### src/rtl/tag_lookup_ctrl.sv
// -----------------------------------------------------------------------------
// tag_lookup_ctrl
//   Cache tag-lookup controller placed directly in front of a synchronous-read
//   tag RAM. A CPU lookup drives the RAM index on the accept edge, the returned
//   entry {valid, tag} is compared in the following cycle, and a hit/miss
//   response is pulsed. A miss raises a fill request toward memory; once it is
//   acknowledged the new valid tag is written back into the RAM and a miss
//   response is pulsed.
//
// Optional feature macro: TAG_INVALIDATE_EN
//   When defined, adds inv_valid/inv_index. An invalidate seen in IDLE clears
//   the addressed entry and wins over a simultaneous lookup request.
//
// Ports
//   clock       rising-edge clock, shared with the tag RAM
//   reset       synchronous active-high reset
//   req_valid   lookup request valid
//   req_ready   request accepted when req_valid & req_ready at a posedge
//   req_addr    {tag, index, offset}
//   resp_valid  one-cycle response pulse
//   resp_hit    1 = hit, 0 = miss (after fill); qualified by resp_valid
//   resp_index  index of the responded request
//   miss_valid  fill request, held until miss_ack
//   miss_addr   latched request address with offset cleared
//   miss_ack    fill complete, only honoured while waiting for a fill
//   ram_addr    tag RAM address
//   ram_we      tag RAM write enable
//   ram_din     tag RAM write data
//   ram_dout    tag RAM read data, valid the cycle after the address edge
//   inv_valid   (TAG_INVALIDATE_EN) invalidate request
//   inv_index   (TAG_INVALIDATE_EN) index to invalidate
// -----------------------------------------------------------------------------
module tag_lookup_ctrl #(
    parameter  int AWIDTH   = 3,
    parameter  int DWIDTH   = 14,
    parameter  int OFFSET_W = 2,
    localparam int TAG_W    = DWIDTH - 1,
    localparam int REQ_W    = DWIDTH - 1 + AWIDTH + OFFSET_W
) (
    input  logic              clock,
    input  logic              reset,
    input  logic              req_valid,
    output logic              req_ready,
    input  logic [REQ_W-1:0]  req_addr,
    output logic              resp_valid,
    output logic              resp_hit,
    output logic [AWIDTH-1:0] resp_index,
    output logic              miss_valid,
    output logic [REQ_W-1:0]  miss_addr,
    input  logic              miss_ack,
    output logic [AWIDTH-1:0] ram_addr,
    output logic              ram_we,
    output logic [DWIDTH-1:0] ram_din,
    input  logic [DWIDTH-1:0] ram_dout
`ifdef TAG_INVALIDATE_EN
    ,
    input  logic              inv_valid,
    input  logic [AWIDTH-1:0] inv_index
`endif
);

    localparam logic [REQ_W-1:0] OFFSET_MASK = {{(REQ_W-OFFSET_W){1'b0}}, {OFFSET_W{1'b1}}};

    typedef enum logic [1:0] {
        ST_IDLE    = 2'd0,
        ST_COMPARE = 2'd1,
        ST_MISS    = 2'd2,
        ST_WRITE   = 2'd3
    } state_t;

    state_t             state_r;
    state_t             state_nxt_s;
    logic [REQ_W-1:0]   addr_r;
    logic [TAG_W-1:0]   tag_r_s;
    logic [AWIDTH-1:0]  idx_r_s;
    logic [AWIDTH-1:0]  req_idx_s;
    logic               hit_s;
    logic               accept_s;
    logic               ready_s;
    logic               we_s;
    logic [AWIDTH-1:0]  addr_s;
    logic [DWIDTH-1:0]  din_s;
    logic               inv_s;
    logic [AWIDTH-1:0]  inv_idx_s;

`ifdef TAG_INVALIDATE_EN
    assign inv_s     = inv_valid;
    assign inv_idx_s = inv_index;
`else
    assign inv_s     = 1'b0;
    assign inv_idx_s = {AWIDTH{1'b0}};
`endif

    assign tag_r_s   = addr_r[REQ_W-1:AWIDTH+OFFSET_W];
    assign idx_r_s   = addr_r[AWIDTH+OFFSET_W-1:OFFSET_W];
    assign req_idx_s = req_addr[AWIDTH+OFFSET_W-1:OFFSET_W];

    // Only a valid entry whose stored tag equals the latched tag is a hit.
    assign hit_s = ram_dout[DWIDTH-1] & (ram_dout[DWIDTH-2:0] == tag_r_s);

    // Reset blocks new accepts and any RAM write in flight.
    assign req_ready = ready_s & ~reset;
    assign ram_we    = we_s & ~reset;
    assign ram_addr  = addr_s;
    assign ram_din   = din_s;

    // Next-state logic and the RAM-side / handshake outputs.
    always_comb begin
        state_nxt_s = state_r;
        ready_s     = 1'b0;
        accept_s    = 1'b0;
        we_s        = 1'b0;
        addr_s      = idx_r_s;
        din_s       = {DWIDTH{1'b0}};
        case (state_r)
            ST_IDLE: begin
                if (inv_s) begin
                    // Invalidate: clear the entry, hold off the request one cycle.
                    we_s   = 1'b1;
                    addr_s = inv_idx_s;
                end else begin
                    // Index goes straight to the RAM so it is captured on the accept edge.
                    ready_s = 1'b1;
                    addr_s  = req_idx_s;
                    if (req_valid) begin
                        accept_s    = 1'b1;
                        state_nxt_s = ST_COMPARE;
                    end else begin
                        state_nxt_s = ST_IDLE;
                    end
                end
            end
            ST_COMPARE: begin
                if (hit_s) begin
                    state_nxt_s = ST_IDLE;
                end else begin
                    state_nxt_s = ST_MISS;
                end
            end
            ST_MISS: begin
                if (miss_ack) begin
                    state_nxt_s = ST_WRITE;
                end else begin
                    state_nxt_s = ST_MISS;
                end
            end
            ST_WRITE: begin
                we_s        = 1'b1;
                din_s       = {1'b1, tag_r_s};
                state_nxt_s = ST_IDLE;
            end
            default: begin
                state_nxt_s = ST_IDLE;
            end
        endcase
    end

    // FSM state register.
    always_ff @(posedge clock) begin
        if (reset) begin
            state_r <= ST_IDLE;
        end else begin
            state_r <= state_nxt_s;
        end
    end

    // Request latch, response pulse and fill-request registers.
    always_ff @(posedge clock) begin
        if (reset) begin
            addr_r     <= {REQ_W{1'b0}};
            resp_valid <= 1'b0;
            resp_hit   <= 1'b0;
            resp_index <= {AWIDTH{1'b0}};
            miss_valid <= 1'b0;
            miss_addr  <= {REQ_W{1'b0}};
        end else begin
            resp_valid <= 1'b0;
            if (accept_s) begin
                addr_r <= req_addr;
            end
            case (state_r)
                ST_COMPARE: begin
                    if (hit_s) begin
                        resp_valid <= 1'b1;
                        resp_hit   <= 1'b1;
                        resp_index <= idx_r_s;
                    end else begin
                        miss_valid <= 1'b1;
                        miss_addr  <= addr_r & ~OFFSET_MASK;
                    end
                end
                ST_MISS: begin
                    if (miss_ack) begin
                        miss_valid <= 1'b0;
                    end
                end
                ST_WRITE: begin
                    // Response follows the write so a request accepted now sees the new tag.
                    resp_valid <= 1'b1;
                    resp_hit   <= 1'b0;
                    resp_index <= idx_r_s;
                end
                default: begin
                end
            endcase
        end
    end

endmodule

### config.mk
export PLATFORM = sky130hd
export DESIGN_NAME = tag_lookup_ctrl
export DESIGN_NICKNAME = d
export VERILOG_FILES = /design/src/rtl/tag_lookup_ctrl.sv
export SDC_FILE = /design/constraint.sdc
export NUM_CORES = 1
export LEC_CHECK = 0
export CAP_MARGIN = 40
export CORE_MARGIN = 4
export CORE_UTILIZATION = 55
export DETAILED_ROUTE_END_ITERATION = 16
export DONT_BUFFER_PORTS = 1
export PLACE_DENSITY = 0.73
export SLEW_MARGIN = 5
export SYNTH_ARGS = -nofsm -noshare
export SYNTH_HDL_FRONTEND = slang
export SYNTH_SLANG_ARGS = --single-unit
### constraint.sdc
create_clock -name clock -period 1.65 [get_ports clock]
set_input_delay 0.2475 -clock clock [delete_from_list [all_inputs] [get_ports clock]]
set_output_delay 0.2475 -clock clock [all_outputs]
set_load 0.005 [all_outputs]
# Yosys cells after proc, flatten, opt, wreduce, memory -nomap -nowiden
# Cells that the tools add are included.
dict set report classes {
  n_mux 19
  eq_ne 7
  bitwise_logic 5
  reduce_logical 6
}
# op n
set ops {}
lappend ops {{$mux 14} 1}
lappend ops {{$eq 13x13->1} 1}
lappend ops {{$mux 1} 10}
lappend ops {{$pmux 2 s4} 1}
lappend ops {{$mux 3} 2}
lappend ops {{$ne 2x2->1 const B} 3}
lappend ops {{$pmux 1 s2} 3}
lappend ops {{$pmux 3 s2} 1}
lappend ops {{$eq 2x2->1 const B} 2}
lappend ops {{$reduce_and 2->1} 2}
lappend ops {{$reduce_bool 2->1} 2}
lappend ops {{$and 1x1->1} 3}
lappend ops {{$reduce_and 3->1} 1}
lappend ops {{$eq 2x1->1 const B} 1}
lappend ops {{$logic_not 2->1} 1}
lappend ops {{$mux 2} 1}
lappend ops {{$not 1->1} 2}
dict set report totals {
  in_bits 36
  register_bits 42
  word_cells 44
  out_inout_bits 43
}

# Depth between registers and ports, before layout
# Gate-level depths: netlist (run 1).
dict set report depth {
  word_depth 4
  depth_mapped 6
  mapped_depth_nobuf 5
}

# Least setup slack after synthesis (run 1)
# No wires, ideal clock.
dict set report synth_timing {
  path_type {register -> register}
  startpoint {reg addr_r[8]}
  endpoint {reg miss_addr[11]}
  path_slack_ns -0.010
  setup_ns 0.128
  required_time_ns 1.522
  stages_incl_launch_ff 7
  path_buffers 1
  synth_period_minus_slack_ns 1.660
  t_arrival_ns 1.532
  cell_sequence {dfxtp_1 > xnor2_1 > nand4_1 > o41ai_4 > buf_6 > mux2i_1 > nor2_1}
}
dict set report synth_via {
  elab_chain_len 4
}
# item line
set synth_rtl {}
lappend synth_rtl {{start, declared} 73} ;# logic [REQ_W-1:0] addr_r;
lappend synth_rtl {{start signal, assigned} 170} ;# addr_r <= {REQ_W{1'b0}};
lappend synth_rtl {{start signal, assigned} 179} ;# addr_r <= req_addr;
lappend synth_rtl {{$eq 13x13->1} 99} ;# assign hit_s = ram_dout[DWIDTH-1] & (ram_dout[DWIDTH-2:0] == tag_r_s);
lappend synth_rtl {{$and 1x1->1} 99}
lappend synth_rtl {{$not 1->1 (no line)} --}
lappend synth_rtl {{$reduce_and 2->1 (no line)} --}
lappend synth_rtl {{end signal, assigned} 175} ;# miss_addr <= {REQ_W{1'b0}};
lappend synth_rtl {{end signal, assigned} 189} ;# miss_addr <= addr_r & ~OFFSET_MASK;
lappend synth_rtl {{end, declared} 49} ;# output logic [REQ_W-1:0] miss_addr,
# Every way passes these cells.
# A chain may end at the register's enable or synchronous reset.

# Worst setup path in the final report (run 1)
dict set report layout_timing {
  startpoint {reg addr_r[10]}
  endpoint {reg miss_addr[16]}
}
# Same word-level chain as after synthesis.

==> impl_metrics.env, run 1 <==
export IMPL_port_buffers=0
export IMPL_post_cts_setup_buffers=0
export IMPL_fp_row_count=20
export IMPL_timing_final_ws_setup_ns=-0.0595
export IMPL_r2r_end="miss_addr[16]$_SDFFE_PP0P_"
export IMPL_cts_made_buffers=5
export IMPL_synth_distinct_cells=30
export IMPL_worstPathMaxFanout=6
export IMPL_die_h_um=65.2
export IMPL_grt_first_pass_wirelength_mm=6.91
export IMPL_start_kind="register"
export IMPL_power_mw=2.05
export IMPL_timing_final_crit_share_pct=104
export IMPL_wl_per_cell_um=16.7
export IMPL_antenna_found_initial=0
export IMPL_area_growth_pct=21.4
export IMPL_nFillCells=251
export IMPL_timing_final_hold_violations=0
export IMPL_fmax_ghz=0.585
export IMPL_htreeDepth=2
export IMPL_violations="negative setup slack"
export IMPL_outcome="complete, but fails checks"
export IMPL_syn_area_per_cell_um2=8.95
export IMPL_synth_area_um2=1800
export IMPL_vias=1416
export IMPL_r2r_cells=6
export IMPL_crit_arrival_ns=1.96
export IMPL_coreArea_um2=3080
export IMPL_layout_common_cells="nand2_1, dfxtp_1, buf_4"
export IMPL_drv_slew=0
export IMPL_globalRoute_totalOverflow=0
export IMPL_diodes=0
export IMPL_fin_setup_tns_ns=-0.397
export IMPL_ir_drop_v=0.000667
export IMPL_max_slew_worst_pin_slew_ns=0.599
export IMPL_wl_mm=4.44
export IMPL_start_util_pct=58.4
export IMPL_synthCells=201
export IMPL_ant_nets=0
export IMPL_worstHoldPathCells=2
export IMPL_rsz0062_at_grt="yes"
export IMPL_drt_iter0_drc=71
export IMPL_io_pins=79
export IMPL_hp_start="req_addr[16]"
export IMPL_dpl_hpwl_mm=3.14
export IMPL_ys_ff_latch=40
export IMPL_nNetsFinal=256
export IMPL_power_density_cell_area_nw_per_um2=937
export IMPL_clkTransAtPathRegs_ns=0.13
export IMPL_critical_path_class="register to register"
export IMPL_period_needed_ns=1.71
export IMPL_final_util_pct=70.9
export IMPL_dp_slack_ns=-0.103
export IMPL_drt_first_pass_iters=4
export IMPL_hold_class="input port to register"
export IMPL_clockBufferDepth=2
export IMPL_gp_congestion=0.819
export IMPL_grt_pass1_vias=1482
export IMPL_grt_usage_pct=21.3
export IMPL_p_leak_nw=0.973
export IMPL_fin_area_um2=2180
export IMPL_worstPathRequired_ns=1.90
export IMPL_fin_skew_ns=0.00988
export IMPL_clock_sinks=40
export IMPL_die_area_um2=4250
export IMPL_die_w_um=65.2
export IMPL_ctsRootBufferMaster="clkbuf_4"
export IMPL_slew_headroom_pct=60.0
export IMPL_cts_tree="built"
export IMPL_setup_violations_final=12
export IMPL_end_kind="register"
export IMPL_yosysSeqAreaShare_pct=44.5
export IMPL_regToRegSetupSlack_ns=-0.06
export IMPL_drive_above_1_share_pct=24.4
export IMPL_holdPathEnd="addr_r[16]$_SDFFE_PP0P_"
export IMPL_drc_errors=0
export IMPL_grt_start_max_net_pins=46
export IMPL_ys_warn_count=0
export IMPL_drv_cap=0
export IMPL_clk_latency_ns=0.35
export IMPL_worstReg2RegStart="addr_r[10]$_SDFFE_PP0P_"
export IMPL_via_per_inst=5.34
export IMPL_place_area_um2=1950
## per-stage QoR
| stage | instances | hold WS, ns |
|---|---|---|
| after global routing | 265 | 0.00534 |
| after detailed placement | 252 | 0.323 |
| final | 265 | 0.0105 |
| after floorplan | 202 | 0.383 |
| after global placement | 252 | 0.321 |
| after CTS | 261 | -0.0674 |
## layer usage
layer	share of wire (%)	track usage [%]
met5	0	0
met4	1.4	9.33
met3	8.0	8.38
met2	51	36.5
met1	40	23.2
## state kept, by name, indices dropped and copies added (netlist names), named ones only
name	cells
state_r	1
miss_addr	16
resp_index	3
miss_valid	1
resp_hit	1
resp_valid	1
addr_r	16
## synth_stat cells
library cell	n	area (um2)
a211oi_1	1	7.51
a21oi_1	18	90.1
and2_1	2	12.5
and2b_1	1	7.51
and3_1	12	75.1
and3_2	1	7.51
buf_1	1	3.75
buf_2	1	5.00
buf_4	4	30.0
buf_6	2	22.5
clkbuf_1	8	30.0
clkbuf_8	1	13.8
conb_1	1	3.75
dfxtp_1	40	801
inv_1	2	7.51
mux2_2	3	33.8
mux2i_1	17	170
nand2_1	34	128
nand2b_1	7	43.8
nand3b_1	3	22.5
nand4_1	2	12.5
nand4_4	1	21.3
nor2_1	16	60.1
nor2b_1	1	6.26
nor3_1	3	15.0
nor4_1	1	6.26
o21ai_0	1	5.00
o21ai_1	3	15.0
o41ai_4	1	27.5
xnor2_1	13	114
## logic make-up after synthesis
family	Yosys count	synth area share (%)
AOI/OAI and AO/OA	24	8.07
xor gates and xnor gates	13	6.33
buffers and inverters	19	6.26
DFF	40	44.5
muxes	20	11.3
other	1	0.209
and+or+nand+nor	84	23.2
## how the worst max path moves through the flow
stage / from / to / slack, ns / depth (start not counted)
after floorplan: addr_r[12]$_SDFFE_PP0P_ / miss_addr[11]$_SDFFE_PP0P_ / 0.006 / 6
after global placement: addr_r[13]$_SDFFE_PP0P_ / miss_addr[12]$_SDFFE_PP0P_ / -0.03 / 6
after detailed placement: addr_r[13]$_SDFFE_PP0P_ / miss_addr[6]$_SDFFE_PP0P_ / -0.10 / 6
after CTS: addr_r[12]$_SDFFE_PP0P_ / miss_addr[6]$_SDFFE_PP0P_ / -0.05 / 6
after global routing: addr_r[13]$_SDFFE_PP0P_ / miss_addr[6]$_SDFFE_PP0P_ / -0.18 / 6
final: addr_r[10]$_SDFFE_PP0P_ / miss_addr[16]$_SDFFE_PP0P_ / -0.06 / 6
## what timing repair did
action | 4_1_cts | 5_1_grt
hold endpoints to repair | 34 | 33
pin swaps | 2 | 9
endpoints found under the setup margin | 24 | 24
gates resized for setup | 10 | 11
hold buffers | 1 | 4
## final cells by class
type                       count  area (um2)  area share (%)
timing repair buffer          28         262            12.0
clock inverter                 3        42.5            1.95
sequential                    40         811            37.1
tap                           44        55.1            2.52
multi-input combinational    143         968            44.4
clock buffer                   5        37.5            1.72
inverter                       2        7.51           0.344
## worst max-delay path, cell delays in order, from the launching register on
cell and delay (ns):
dfxtp_1 0.41, xnor2_2 0.14, nand4_4 0.14, o41ai_4 0.42, buf_4 0.25, mux2i_1 0.19, nor2_1 0.06
## report_power, final
| group | switching (mW) | leakage, nW | internal [mW] |
|---|---|---|---|
| Clock | 0.334 | 0.0412 | 0.316 |
| Combinational | 0.169 | 0.604 | 0.180 |
| Sequential | 0.0385 | 0.328 | 1.01 |
| Total | 0.541 | 0.973 | 1.51 |
No activity file was read; power rests on OpenSTA's default activity.
==> run 2: changes to the inputs <==
--- a/config.mk
+++ b/config.mk
@@ -6,11 +6,14 @@
 export NUM_CORES = 1
 export LEC_CHECK = 0
 export CAP_MARGIN = 40
+export CELL_PAD_IN_SITES_DETAIL_PLACEMENT = 1
+export CELL_PAD_IN_SITES_GLOBAL_PLACEMENT = 1
+export CORE_ASPECT_RATIO = 1.1
 export CORE_MARGIN = 4
-export CORE_UTILIZATION = 55
+export CORE_UTILIZATION = 40
 export DETAILED_ROUTE_END_ITERATION = 16
 export DONT_BUFFER_PORTS = 1
-export PLACE_DENSITY = 0.73
+export PLACE_DENSITY_LB_ADDON = 0.1
 export SLEW_MARGIN = 5
 export SYNTH_ARGS = -nofsm -noshare
 export SYNTH_HDL_FRONTEND = slang
==> constraint.sdc (replaced) <==
create_clock -name clock -period 1.65 [get_ports clock]
set_input_delay 0.2475 -clock clock [delete_from_list [all_inputs] [get_ports clock]]
set_output_delay 0.2475 -clock clock [all_outputs]
set_load 0.1 [all_outputs]
==> run 2 against run 1 <==
  * The flow still finishes with violations (negative setup slack)
  * Non-clock buffer count increased by 41
  * Critical path depth unchanged
  * Core utilization fell by 7.7 points
  * Clock power shrank 6.2%
  * Highest routed layer unchanged
  * Via count rose by 16%
==> impl_metrics.env, run 2 (synthesized netlist as in run 1, its figures left out) <==
export IMPL_vias=1642
export IMPL_dp_cells=303
export IMPL_clkTransAtPathRegs_ns=0.07
export IMPL_crit_arrival_ns=1.92
export IMPL_dpl_hpwl_mm=4.33
export IMPL_drc_errors=0
export IMPL_area_growth_pct=51.7
export IMPL_crit_slowest_cell="o41ai_4"
export IMPL_port_buffers=0
export IMPL_drt_iter0_drc=36
export IMPL_wl_met3_um=324
export IMPL_hp_start="reset"
export IMPL_ir_drop_v=0.000500
export IMPL_via_per_inst=5.21
export IMPL_max_stage_delay_ns=0.44
export IMPL_fin_setup_tns_ns=-0.775
export IMPL_globalRoute_totalOverflow=0
export IMPL_gp_congestion=0.811
export IMPL_layout_common_cells="buf_4, nand2_1, dfxtp_1"
export IMPL_drt_first_pass_iters=4
export IMPL_grt_first_pass_wirelength_mm=9.39
export IMPL_grt_usage_pct=21.7
export IMPL_timing_final_crit_share_pct=105
export IMPL_critical_path_class="register to register"
export IMPL_outcome="complete, but fails checks"
export IMPL_htreeDepth=2
export IMPL_power_density_cell_area_nw_per_um2=841
export IMPL_wl_met1_mm=2.16
export IMPL_clock_sinks=40
export IMPL_drv_slew=0
export IMPL_period_needed_ns=1.73
export IMPL_grt_pass1_vias=1893
export IMPL_drive_above_1_share_pct=41.0
export IMPL_worstPathMaxFanout=4
export IMPL_die_w_um=71.9
export IMPL_grt_start_max_net_pins=46
export IMPL_startpoint="addr_r[16]$_SDFFE_PP0P_"
export IMPL_worstPathRequired_ns=1.84
export IMPL_ctsRootBufferMaster="clkbuf_8"
export IMPL_timing_final_ws_setup_ns=-0.0778
export IMPL_p_leak_nw=1.25
export IMPL_drv_cap=0
export IMPL_coreArea_um2=4320
export IMPL_diodes=0
export IMPL_fin_skew_ns=0.00519
export IMPL_cts_made_buffers=5
export IMPL_ant_nets=0
export IMPL_end_kind="register"
export IMPL_violations="negative setup slack"
export IMPL_finalNonFillerCells=315
export IMPL_final_util_pct=63.2
export IMPL_rsz0062_at_grt="yes"
export IMPL_clockBufferDepth=2
export IMPL_die_h_um=78.3
export IMPL_cts_tree="built"
export IMPL_top_regs="addr_r: 16 flops, miss_addr: 16 flops, resp_index: 3 flops"
export IMPL_crit_chain="xnor2_2 > nand4_1 > o41ai_4 > buf_4 > mux2i_1 > nor2_1"
export IMPL_fp_row_count=25
export IMPL_start_util_pct=41.7
export IMPL_wl_per_cell_um=18.6
export IMPL_nNetsFinal=297
export IMPL_setup_violations_final=18
export IMPL_io_pins=79
export IMPL_timing_final_hold_violations=0
export IMPL_wl_mm=5.86
export IMPL_routed_wl_met2_mm=3.21
export IMPL_worstReg2RegStart="addr_r[16]$_SDFFE_PP0P_"
export IMPL_fmax_ghz=0.579
export IMPL_final_common_cell="buf_4"
export IMPL_antenna_found_initial=0
export IMPL_start_kind="register"
export IMPL_top_layer="met4"
export IMPL_die_area_um2=5630
export IMPL_clk_latency_ns=0.29
export IMPL_hold_class="input port to register"
[run 2: worst paths after layout]
path                                                    to  slack (ns)  cells past startpoint
worst min-delay path               addr_r[12]$_SDFFE_PP0P_        0.02                      1
worst max-delay path            miss_addr[14]$_SDFFE_PP0P_       -0.08                      6
worst min register to register      addr_r[2]$_SDFFE_PP0P_        0.48                      2
worst max register to register  miss_addr[14]$_SDFFE_PP0P_       -0.08                      6
[run 2: per-stage QoR]
stage / hold WS [ns] / setup slack, ns / area, um2 / total power, mW
CTS: 0.00518 / -0.0955 / 2670 / 2.29
global placement: 0.324 / -0.0666 / 2500 / 1.63
floorplan: 0.383 / -0.0499 / 1830 / 1.49
finish: 0.0191 / -0.0778 / 2730 / 2.29
detailed placement: 0.327 / -0.198 / 2500 / 1.65
global route: 0.00273 / -0.211 / 2730 / 2.40
[run 2: layer usage]
| layer | vias up | GRT usage [%] |
|---|---|---|
| met3 | 15 | 4.99 |
| met2 | 57 | 40.6 |
| met5 | - | 0 |
| met1 | 791 | 22.5 |
| li1 | 779 | - |
| met4 | 0 | 9.59 |
[run 2: final cells by class]
class                      count  area, um2
fill                         483       1590
multi-input combinational    143        986
sequential                    40        816
timing repair buffer          69        773
clock buffer                   6       72.6
tap                           54       67.6
inverter                       2       7.51
clock inverter                 1       5.00
[run 2: what timing repair did]
action / CTS / global route
cloned: 1 / 0
hold buffers: 0 / 1
setup buffers: 2 / 1
pin swaps: 9 / 6
resized for setup: 16 / 13
endpoints found under the hold margin: 0 / 2
setup endpoints to repair: 23 / 27
[run 2: critical path, delay by kind of cell, from the launching register on]
kind                   cells  cell delay, ns
AO/OA/AOI/OAI              1            0.44
XOR/XNOR                   1            0.15
buffers and inverters      1            0.23
flip-flops                 1            0.34
multiplexers               1            0.22
AND/OR/NAND/NOR            2            0.25
[run 2: report_power, final]
part	switching, mW	leakage, nW	internal (mW)
logic	0.395	0.877	0.245
registers	0.0347	0.329	1.01
clock network	0.322	0.0410	0.287
total	0.752	1.25	1.54
